`config.mk`:
```
export PLATFORM = sky130hd
export DESIGN_NAME = pill_drop_counter
export DESIGN_NICKNAME = d
export VERILOG_FILES = /design/src/rtl/pill_drop_counter.sv
export SDC_FILE = /design/constraint.sdc
export NUM_CORES = 1
export LEC_CHECK = 0
export CORE_MARGIN = 1
export CORE_UTILIZATION = 40
export DETAILED_ROUTE_END_ITERATION = 10
export PLACE_DENSITY_LB_ADDON = 0.1
export REMOVE_ABC_BUFFERS = 1
export SYNTH_ARGS = -nofsm -noshare
export SYNTH_HDL_FRONTEND = slang
export SYNTH_SLANG_ARGS = --single-unit
```
`constraint.sdc`:
```
create_clock -name CLK -period 3.76 [get_ports CLK]
set_input_delay 0.752 -clock CLK [delete_from_list [all_inputs] [get_ports CLK]]
set_output_delay 0.752 -clock CLK [all_outputs]
set_load 0.02 [all_outputs]
```
`src/rtl/pill_drop_counter.sv`:
```
// Pill-drop counting stage: sensor sync/debounce, BCD pill and bottle counters, fill/swap/pause FSM.
// Optional feature: define SPILL_COUNT_EN to count pills that arrive while not filling.
module pill_drop_counter #(
  parameter int unsigned DEBOUNCE_CYC = 16,
  parameter int unsigned SWAP_CYC     = 8
) (
  input  logic       CLK,
  input  logic       RST_n,
  input  logic       sensor_raw,
  input  logic       isWork,
  input  logic       conti,
  input  logic [3:0] maxL,
  input  logic [3:0] maxH,
  input  logic [3:0] botL,
  input  logic [3:0] botH,
  output logic [3:0] nowL,
  output logic [3:0] nowH,
  output logic [3:0] seqL,
  output logic [3:0] seqH,
  output logic       pill_pulse,
  output logic       bottle_done,
  output logic       allFull,
  output logic [7:0] spill_cnt
);

  localparam int unsigned DbW = (DEBOUNCE_CYC > 1) ? $clog2(DEBOUNCE_CYC) : 1;
  localparam int unsigned SwW = (SWAP_CYC > 1) ? $clog2(SWAP_CYC) : 1;

  typedef enum logic [2:0] {StIdle, StFill, StSwap, StPause, StDone} state_e;

  function automatic logic [3:0] clamp9(input logic [3:0] d);
    return (d > 4'd9) ? 4'd9 : d;
  endfunction

  function automatic logic [7:0] bcd_inc(input logic [7:0] v);
    logic [3:0] lo, hi;
    lo = v[3:0];
    hi = v[7:4];
    if (lo == 4'd9) begin
      lo = 4'd0;
      hi = (hi == 4'd9) ? 4'd0 : hi + 4'd1;
    end else begin
      lo = lo + 4'd1;
    end
    return {hi, lo};
  endfunction

  logic           sync1_q, sync2_q;
  logic           deb_q, deb_prev_q;
  logic [DbW-1:0] deb_cnt_q;
  logic           work_q;
  logic           pill_evt, work_rise, work_fall;

  state_e         state_q, state_d;
  logic [7:0]     now_q, now_d, seq_q, seq_d;
  logic [SwW-1:0] swap_cnt_q, swap_cnt_d;
  logic           done_d, pulse_q, done_q;
  logic [7:0]     max_bcd, bot_bcd, now_inc, seq_inc;

  // Debounce: the counter runs only while the synchronised level disagrees with the accepted one.
  always_ff @(posedge CLK or negedge RST_n) begin
    if (!RST_n) begin
      sync1_q    <= 1'b0;
      sync2_q    <= 1'b0;
      deb_q      <= 1'b0;
      deb_prev_q <= 1'b0;
      deb_cnt_q  <= '0;
      work_q     <= 1'b0;
    end else begin
      sync1_q    <= sensor_raw;
      sync2_q    <= sync1_q;
      deb_prev_q <= deb_q;
      work_q     <= isWork;
      if (sync2_q != deb_q) begin
        if (deb_cnt_q == DbW'(DEBOUNCE_CYC - 1)) begin
          deb_q     <= sync2_q;
          deb_cnt_q <= '0;
        end else begin
          deb_cnt_q <= deb_cnt_q + DbW'(1);
        end
      end else begin
        deb_cnt_q <= '0;
      end
    end
  end

  assign pill_evt  = deb_q & ~deb_prev_q;
  assign work_rise = isWork & ~work_q;
  assign work_fall = ~isWork & work_q;
  assign max_bcd   = {clamp9(maxH), clamp9(maxL)};
  assign bot_bcd   = {clamp9(botH), clamp9(botL)};
  assign now_inc   = bcd_inc(now_q);
  assign seq_inc   = bcd_inc(seq_q);

  always_comb begin
    state_d    = state_q;
    now_d      = now_q;
    seq_d      = seq_q;
    swap_cnt_d = swap_cnt_q;
    done_d     = 1'b0;
    unique case (state_q)
      StIdle: begin
        if (isWork && (max_bcd != 8'd0)) state_d = StFill;
      end
      StFill: begin
        if (pill_evt && isWork) begin
          // >= so a maximum lowered below the running count closes on the next pill.
          if (now_inc >= max_bcd) begin
            done_d     = 1'b1;
            seq_d      = seq_inc;
            now_d      = 8'd0;
            swap_cnt_d = '0;
            if ((bot_bcd != 8'd0) && (seq_inc == bot_bcd)) state_d = StDone;
            else if (conti)                                 state_d = StSwap;
            else                                            state_d = StPause;
          end else begin
            now_d = now_inc;
          end
        end
      end
      StSwap: begin
        if (swap_cnt_q == SwW'(SWAP_CYC - 1)) begin
          state_d = StFill;
          now_d   = 8'd0;
        end else begin
          swap_cnt_d = swap_cnt_q + SwW'(1);
        end
      end
      StPause: begin
        if (work_rise) begin
          state_d = StFill;
          now_d   = 8'd0;
        end
      end
      StDone: begin
        if (work_fall) begin
          state_d = StIdle;
          now_d   = 8'd0;
          seq_d   = 8'd0;
        end
      end
      default: state_d = StIdle;
    endcase
  end

  always_ff @(posedge CLK or negedge RST_n) begin
    if (!RST_n) begin
      state_q    <= StIdle;
      now_q      <= 8'd0;
      seq_q      <= 8'd0;
      swap_cnt_q <= '0;
      pulse_q    <= 1'b0;
      done_q     <= 1'b0;
    end else begin
      state_q    <= state_d;
      now_q      <= now_d;
      seq_q      <= seq_d;
      swap_cnt_q <= swap_cnt_d;
      pulse_q    <= pill_evt;
      done_q     <= done_d;
    end
  end

  assign nowH        = now_q[7:4];
  assign nowL        = now_q[3:0];
  assign seqH        = seq_q[7:4];
  assign seqL        = seq_q[3:0];
  assign pill_pulse  = pulse_q;
  assign bottle_done = done_q;
  assign allFull     = (state_q == StDone);

`ifdef SPILL_COUNT_EN
  logic [7:0] spill_q, spill_d;
  logic       not_filling;

  assign not_filling = (state_q == StSwap) || (state_q == StPause) || (state_q == StDone);

  always_comb begin
    spill_d = spill_q;
    if ((state_q == StDone) && work_fall) begin
      spill_d = 8'd0;
    end else if (pill_evt && not_filling && (spill_q != 8'hFF)) begin
      spill_d = spill_q + 8'd1;
    end
  end

  always_ff @(posedge CLK or negedge RST_n) begin
    if (!RST_n) spill_q <= 8'd0;
    else        spill_q <= spill_d;
  end

  assign spill_cnt = spill_q;
`else
  assign spill_cnt = 8'd0;
`endif

endmodule

```
==> impl_metrics.xml <==
<?xml version="1.0" encoding="UTF-8"?>
<metrics>
  <group name="status">
    <metric name="status" unit="">completed</metric>
  </group>
  <group name="worst_setup_path">
    <metric name="worst-r2r-setup-slack" unit="ns">0.46</metric>
    <metric name="cp-endpoint" unit="">now_q[0]</metric>
    <metric name="cp_num_buf_inv" unit="">4</metric>
    <metric name="timing_worst_setup_path_type" unit="">reg -&gt; reg</metric>
    <metric name="timing.critical_path.from_type" unit="">flip-flop</metric>
    <metric name="slowest_stage" unit="">sky130_fd_sc_hd__a2111o_1</metric>
    <metric name="worst_setup_path_end_kind" unit="">flip-flop</metric>
    <metric name="critPathMaxFanout" unit="">8</metric>
    <metric name="r2r-end" unit="">now_q[0]</metric>
    <metric name="r2r-start" unit="">now_q[1]</metric>
    <metric name="ff2ff_path_depth" unit="">15</metric>
    <metric name="crit_chain" unit="">inv_1 &gt; ha_1 &gt; inv_1 &gt; nor2_1 &gt; buf_4 &gt; o21ai_0 &gt; o21ai_0 &gt; ha_1 &gt; a21oi_1 &gt; o21ai_1 &gt; a2111o_1 &gt; o21ai_0 &gt; buf_4 &gt; nand2_1 &gt; o21ai_0</metric>
    <metric name="required" unit="ns">3.97</metric>
    <metric name="cp_top_family" unit="">compound AO/OA/AOI/OAI gates</metric>
    <metric name="cell_seen_most_often_among_critical_path_stages" unit="">sky130_fd_sc_hd__o21ai_0</metric>
    <metric name="beginning_of_the_critical_path" unit="">now_q[1]</metric>
    <metric name="cp_num_cells" unit="">15</metric>
    <metric name="timing.critical_path.slowest_cell_delay" unit="ns">0.46</metric>
    <metric name="worst_ep_arrival_time" unit="ns">3.51</metric>
  </group>
  <group name="logic_synthesis">
    <metric name="synthesis_warning_total" unit="">0</metric>
    <metric name="netlist.area_leader.share" unit="%">33.32</metric>
    <metric name="synth.distinct_cells" unit="">62</metric>
    <metric name="synth_top_cell_by_area" unit="">sky130_fd_sc_hd__dfrtp_1</metric>
    <metric name="post_synthesis_register_bit_count" unit="">33</metric>
    <metric name="yosys.area_share.adder" unit="%">7.572</metric>
    <metric name="synthXorXnorAreaFrac" unit="%">2.120</metric>
    <metric name="synthMuxAreaShare" unit="%">1.666</metric>
    <metric name="yosys.cell_count.top_type" unit="">sky130_fd_sc_hd__nand2_1</metric>
    <metric name="postSynthCellCount" unit="">293</metric>
    <metric name="ys_async_sr_fraction" unit="%">100.0</metric>
    <metric name="post_synthesis_sequential_area_ratio" unit="%">33.32</metric>
    <metric name="combinational_family_with_the_most_area_after_synthesis" unit="">compound AO/OA/AOI/OAI gates</metric>
    <metric name="top_cells_by_area_in_the_synthesized_netlist" unit="">sky130_fd_sc_hd__dfrtp_1 33%, sky130_fd_sc_hd__ha_1 7.6%, sky130_fd_sc_hd__nand2_1 5.1%, sky130_fd_sc_hd__o21ai_0 4.0%, sky130_fd_sc_hd__buf_4 3.0%</metric>
    <metric name="synth.avg_cell_area" unit="um2">8.459</metric>
    <metric name="syn_std_cell_area" unit="mm2">0.002479</metric>
    <metric name="ys_dominant_reg_cell" unit="">sky130_fd_sc_hd__dfrtp_1</metric>
    <metric name="synth-compound-area-share" unit="%">25.85</metric>
    <metric name="synth.cells.most_frequent" unit="">34 x sky130_fd_sc_hd__nand2_1, 33 x sky130_fd_sc_hd__dfrtp_1, 20 x sky130_fd_sc_hd__o21ai_0</metric>
    <metric name="synthSimpleGateAreaFrac" unit="%">21.61</metric>
    <metric name="synth_edf_count" unit="">0</metric>
  </group>
  <group name="place">
    <metric name="pre_cts_ws" unit="ns">0.2189</metric>
    <metric name="io_buffers" unit="">39</metric>
    <metric name="gp_congestion" unit="">0.8053</metric>
    <metric name="dp_hpwl" unit="um">4099</metric>
    <metric name="dp.cells" unit="">396</metric>
  </group>
  <group name="final_layout">
    <metric name="area.growth.synth_to_final" unit="%">20.19</metric>
    <metric name="diodes" unit="">0</metric>
    <metric name="layout-drive-gt1-share" unit="%">6.079</metric>
    <metric name="final_instance_count_without_filler_cells" unit="">404</metric>
    <metric name="nNetsFinal" unit="">364</metric>
  </group>
  <group name="die">
    <metric name="die_width" unit="um">80.72</metric>
    <metric name="rows" unit="">28</metric>
    <metric name="io_pins" unit="">48</metric>
    <metric name="design.die.area" unit="mm2">0.006516</metric>
    <metric name="fp.dieH" unit="um">80.72</metric>
    <metric name="fp.coreArea" unit="mm2">0.005956</metric>
    <metric name="start_util" unit="%">41.62</metric>
  </group>
  <group name="timing">
    <metric name="slew-limit-headroom" unit="%">29.67</metric>
    <metric name="grt_setup_unrepaired" unit="">no</metric>
    <metric name="final-max-slew-violation-count" unit="">0</metric>
    <metric name="fin_crit_sh" unit="%">87.71</metric>
    <metric name="timing.setup.tns" unit="ns">0</metric>
    <metric name="layout_min_cycle_time" unit="ns">3.298</metric>
    <metric name="setup_slack" unit="ns">0.4620</metric>
    <metric name="setup_viol_count_final" unit="">0</metric>
    <metric name="hold_viol_final" unit="">0</metric>
    <metric name="tightestPinTransition" unit="ns">1.044</metric>
    <metric name="finClkSkew" unit="ns">0.007756</metric>
    <metric name="hold-worst-slack" unit="ns">0.3491</metric>
    <metric name="fmax" unit="MHz">303.2</metric>
  </group>
  <group name="drt">
    <metric name="post_drt_via_cell_ratio" unit="">5.656</metric>
    <metric name="drt_pre_antenna_iters" unit="">4</metric>
    <metric name="final_antenna_net_count" unit="">0</metric>
    <metric name="dr.first_iter.drc_count" unit="">110</metric>
    <metric name="drc" unit="">0</metric>
    <metric name="post_drt_wl_per_cell" unit="um">14.06</metric>
    <metric name="post_route_wl" unit="um">5682</metric>
    <metric name="vias" unit="">2285</metric>
  </group>
  <group name="grt">
    <metric name="grt_pass1_wl" unit="um">9480</metric>
    <metric name="grt_antenna_before_repair" unit="">0</metric>
    <metric name="overflow" unit="">0</metric>
    <metric name="globalRouteTotalUtil" unit="%">18.90</metric>
    <metric name="grt_start_max_net_pins" unit="">34</metric>
    <metric name="first_global_vias" unit="">1937</metric>
  </group>
  <group name="power_and_ir_drop">
    <metric name="power.share.sequential" unit="%">50.5</metric>
    <metric name="switching_power_of_the_nets" unit="W">0.0001945</metric>
    <metric name="clock_power_share" unit="%">38.9</metric>
    <metric name="cell_internal_pwr" unit="W">0.0005244</metric>
    <metric name="combinationalPowerShare" unit="%">10.7</metric>
    <metric name="finalPower" unit="W">0.0007189</metric>
    <metric name="power.switching_fraction" unit="%">27.06</metric>
    <metric name="leakage" unit="nW">1.267</metric>
    <metric name="peakVddDrop" unit="V">0.0001624</metric>
    <metric name="power_density" unit="mW/mm2">241.3</metric>
  </group>
  <group name="clock_tree">
    <metric name="cts.root.buffer_cell" unit="">sky130_fd_sc_hd__clkbuf_8</metric>
    <metric name="total_clock_buffers_created_by_cts" unit="">5</metric>
    <metric name="worstSkewPairLatency" unit="ns">0.29</metric>
    <metric name="cts_resized" unit="">0</metric>
    <metric name="post_cts.repair.setup_buffers" unit="">0</metric>
    <metric name="htree_num_levels" unit="">2</metric>
    <metric name="clk_path_buf_depth" unit="">2</metric>
    <metric name="cts_tree" unit="">yes</metric>
    <metric name="hold_buffers" unit="">0</metric>
    <metric name="clk_pin_slew" unit="ns">0.08</metric>
    <metric name="numClockSinks" unit="">33</metric>
  </group>
  <group name="run">
    <metric name="drv_cap" unit="">0</metric>
  </group>
  <group name="hold_path">
    <metric name="worstHoldPathType" unit="">reg -&gt; reg</metric>
  </group>
</metrics>
[worst min-delay path by stage]
stage / from / depth (start not counted) / slack [ns] / end
3_3_place_gp: sync1_q / 0 / 0.33 / sync2_q
3_5_place_dp: sync1_q / 0 / 0.34 / sync2_q
2_1_floorplan: sync1_q / 0 / 0.33 / sync2_q
5_1_grt: sync1_q / 0 / 0.36 / sync2_q
6_report: sync1_q / 0 / 0.35 / sync2_q
4_1_cts: sync1_q / 0 / 0.36 / sync2_q
[power by group through the flow]
| stage | registers, W | logic (W) | clock network [W] |
|---|---|---|---|
| floorplan | 0.000369 | 0.0000355 | 0 |
| global placement | 0.000370 | 0.0000767 | 0 |
| detailed placement | 0.000370 | 0.0000767 | 0 |
| CTS | 0.000363 | 0.0000772 | 0.000283 |
| global route | 0.000364 | 0.0000862 | 0.000306 |
| finish | 0.000363 | 0.0000766 | 0.000279 |
[kinds of logic after synthesis]
| family | Yosys count |
|---|---|
| mux | 4 |
| buf+inv | 38 |
| other cells | 1 |
| flops | 33 |
| simple gates | 105 |
| xor+xnor | 6 |
| compound gates | 91 |
| fa+ha+maj | 15 |
[worst register-to-register path: cells and delay by family, from the launching register on]
| kind | cells | cell delay (ns) |
|---|---|---|
| AO/OA/AOI/OAI | 7 | 1.66 |
| buffers and inverters | 4 | 0.55 |
| adder cells (fa/ha/maj) | 2 | 0.45 |
| flip-flops | 1 | 0.43 |
| AND/OR/NAND/NOR | 2 | 0.14 |
[layout make-up]
type                    count  area (um2)
clock buffers               5       68.82
clock inverters             3       22.52
fillers                   599        2977
inverters                  16       60.06
multi-input cells         229        1488
flip-flops and latches     33       825.8
well taps                  75       93.84
repair buffers             43       420.4
[metal layers]
layer | wire length (um) | track usage (%)
met5 | 0 | 0
met4 | 65 | 5.893
met3 | 240 | 3.409
met2 | 2568 | 29.07
met1 | 2808 | 26.77
[through the flow]
stage | area (um2) | utilization (%)
final | 2979 | 50.02
after global routing | 2979 | 50.02
after CTS | 2979 | 50.02
after detailed placement | 2888 | 48.49
after global placement | 2888 | 48.49
after floorplan | 2374 | -
[placed cells by master (no fill, tap or decap), types with 3 or more instances in the layout]
cell type / count
sky130_fd_sc_hd__inv_1: 15
sky130_fd_sc_hd__o211ai_1: 5
sky130_fd_sc_hd__nor3_1: 5
sky130_fd_sc_hd__o21ai_1: 4
sky130_fd_sc_hd__and3_1: 3
sky130_fd_sc_hd__a21oi_1: 14
sky130_fd_sc_hd__o31ai_1: 6
sky130_fd_sc_hd__nor2_1: 18
sky130_fd_sc_hd__conb_1: 8
sky130_fd_sc_hd__a31oi_1: 3
sky130_fd_sc_hd__clkinvlp_4: 3
sky130_fd_sc_hd__mux2i_1: 3
sky130_fd_sc_hd__nand3_1: 8
sky130_fd_sc_hd__clkbuf_8: 5
sky130_fd_sc_hd__nor2b_1: 8
sky130_fd_sc_hd__clkdlybuf4s50_1: 39
sky130_fd_sc_hd__nand2_1: 34
sky130_fd_sc_hd__a32oi_1: 3
sky130_fd_sc_hd__and2_1: 3
sky130_fd_sc_hd__o21ai_0: 20
sky130_fd_sc_hd__buf_4: 4
sky130_fd_sc_hd__a32o_1: 7
sky130_fd_sc_hd__ha_1: 15
sky130_fd_sc_hd__o22ai_1: 3
sky130_fd_sc_hd__nand2b_1: 9
sky130_fd_sc_hd__dfrtp_1: 33
sky130_fd_sc_hd__or4_1: 3
sky130_fd_sc_hd__xnor2_1: 6
[flip-flops by register name, indices dropped and copies added (netlist names)]
signal and flops:
bottle_done 1, deb_cnt_q 4, deb_prev_q 1, deb_q 1
now_q 8, pill_pulse 1, seq_q 8, state_q 3
swap_cnt_q 3, sync1_q 1, sync2_q 1, work_q 1
Power figures use the tool's default switching activity.
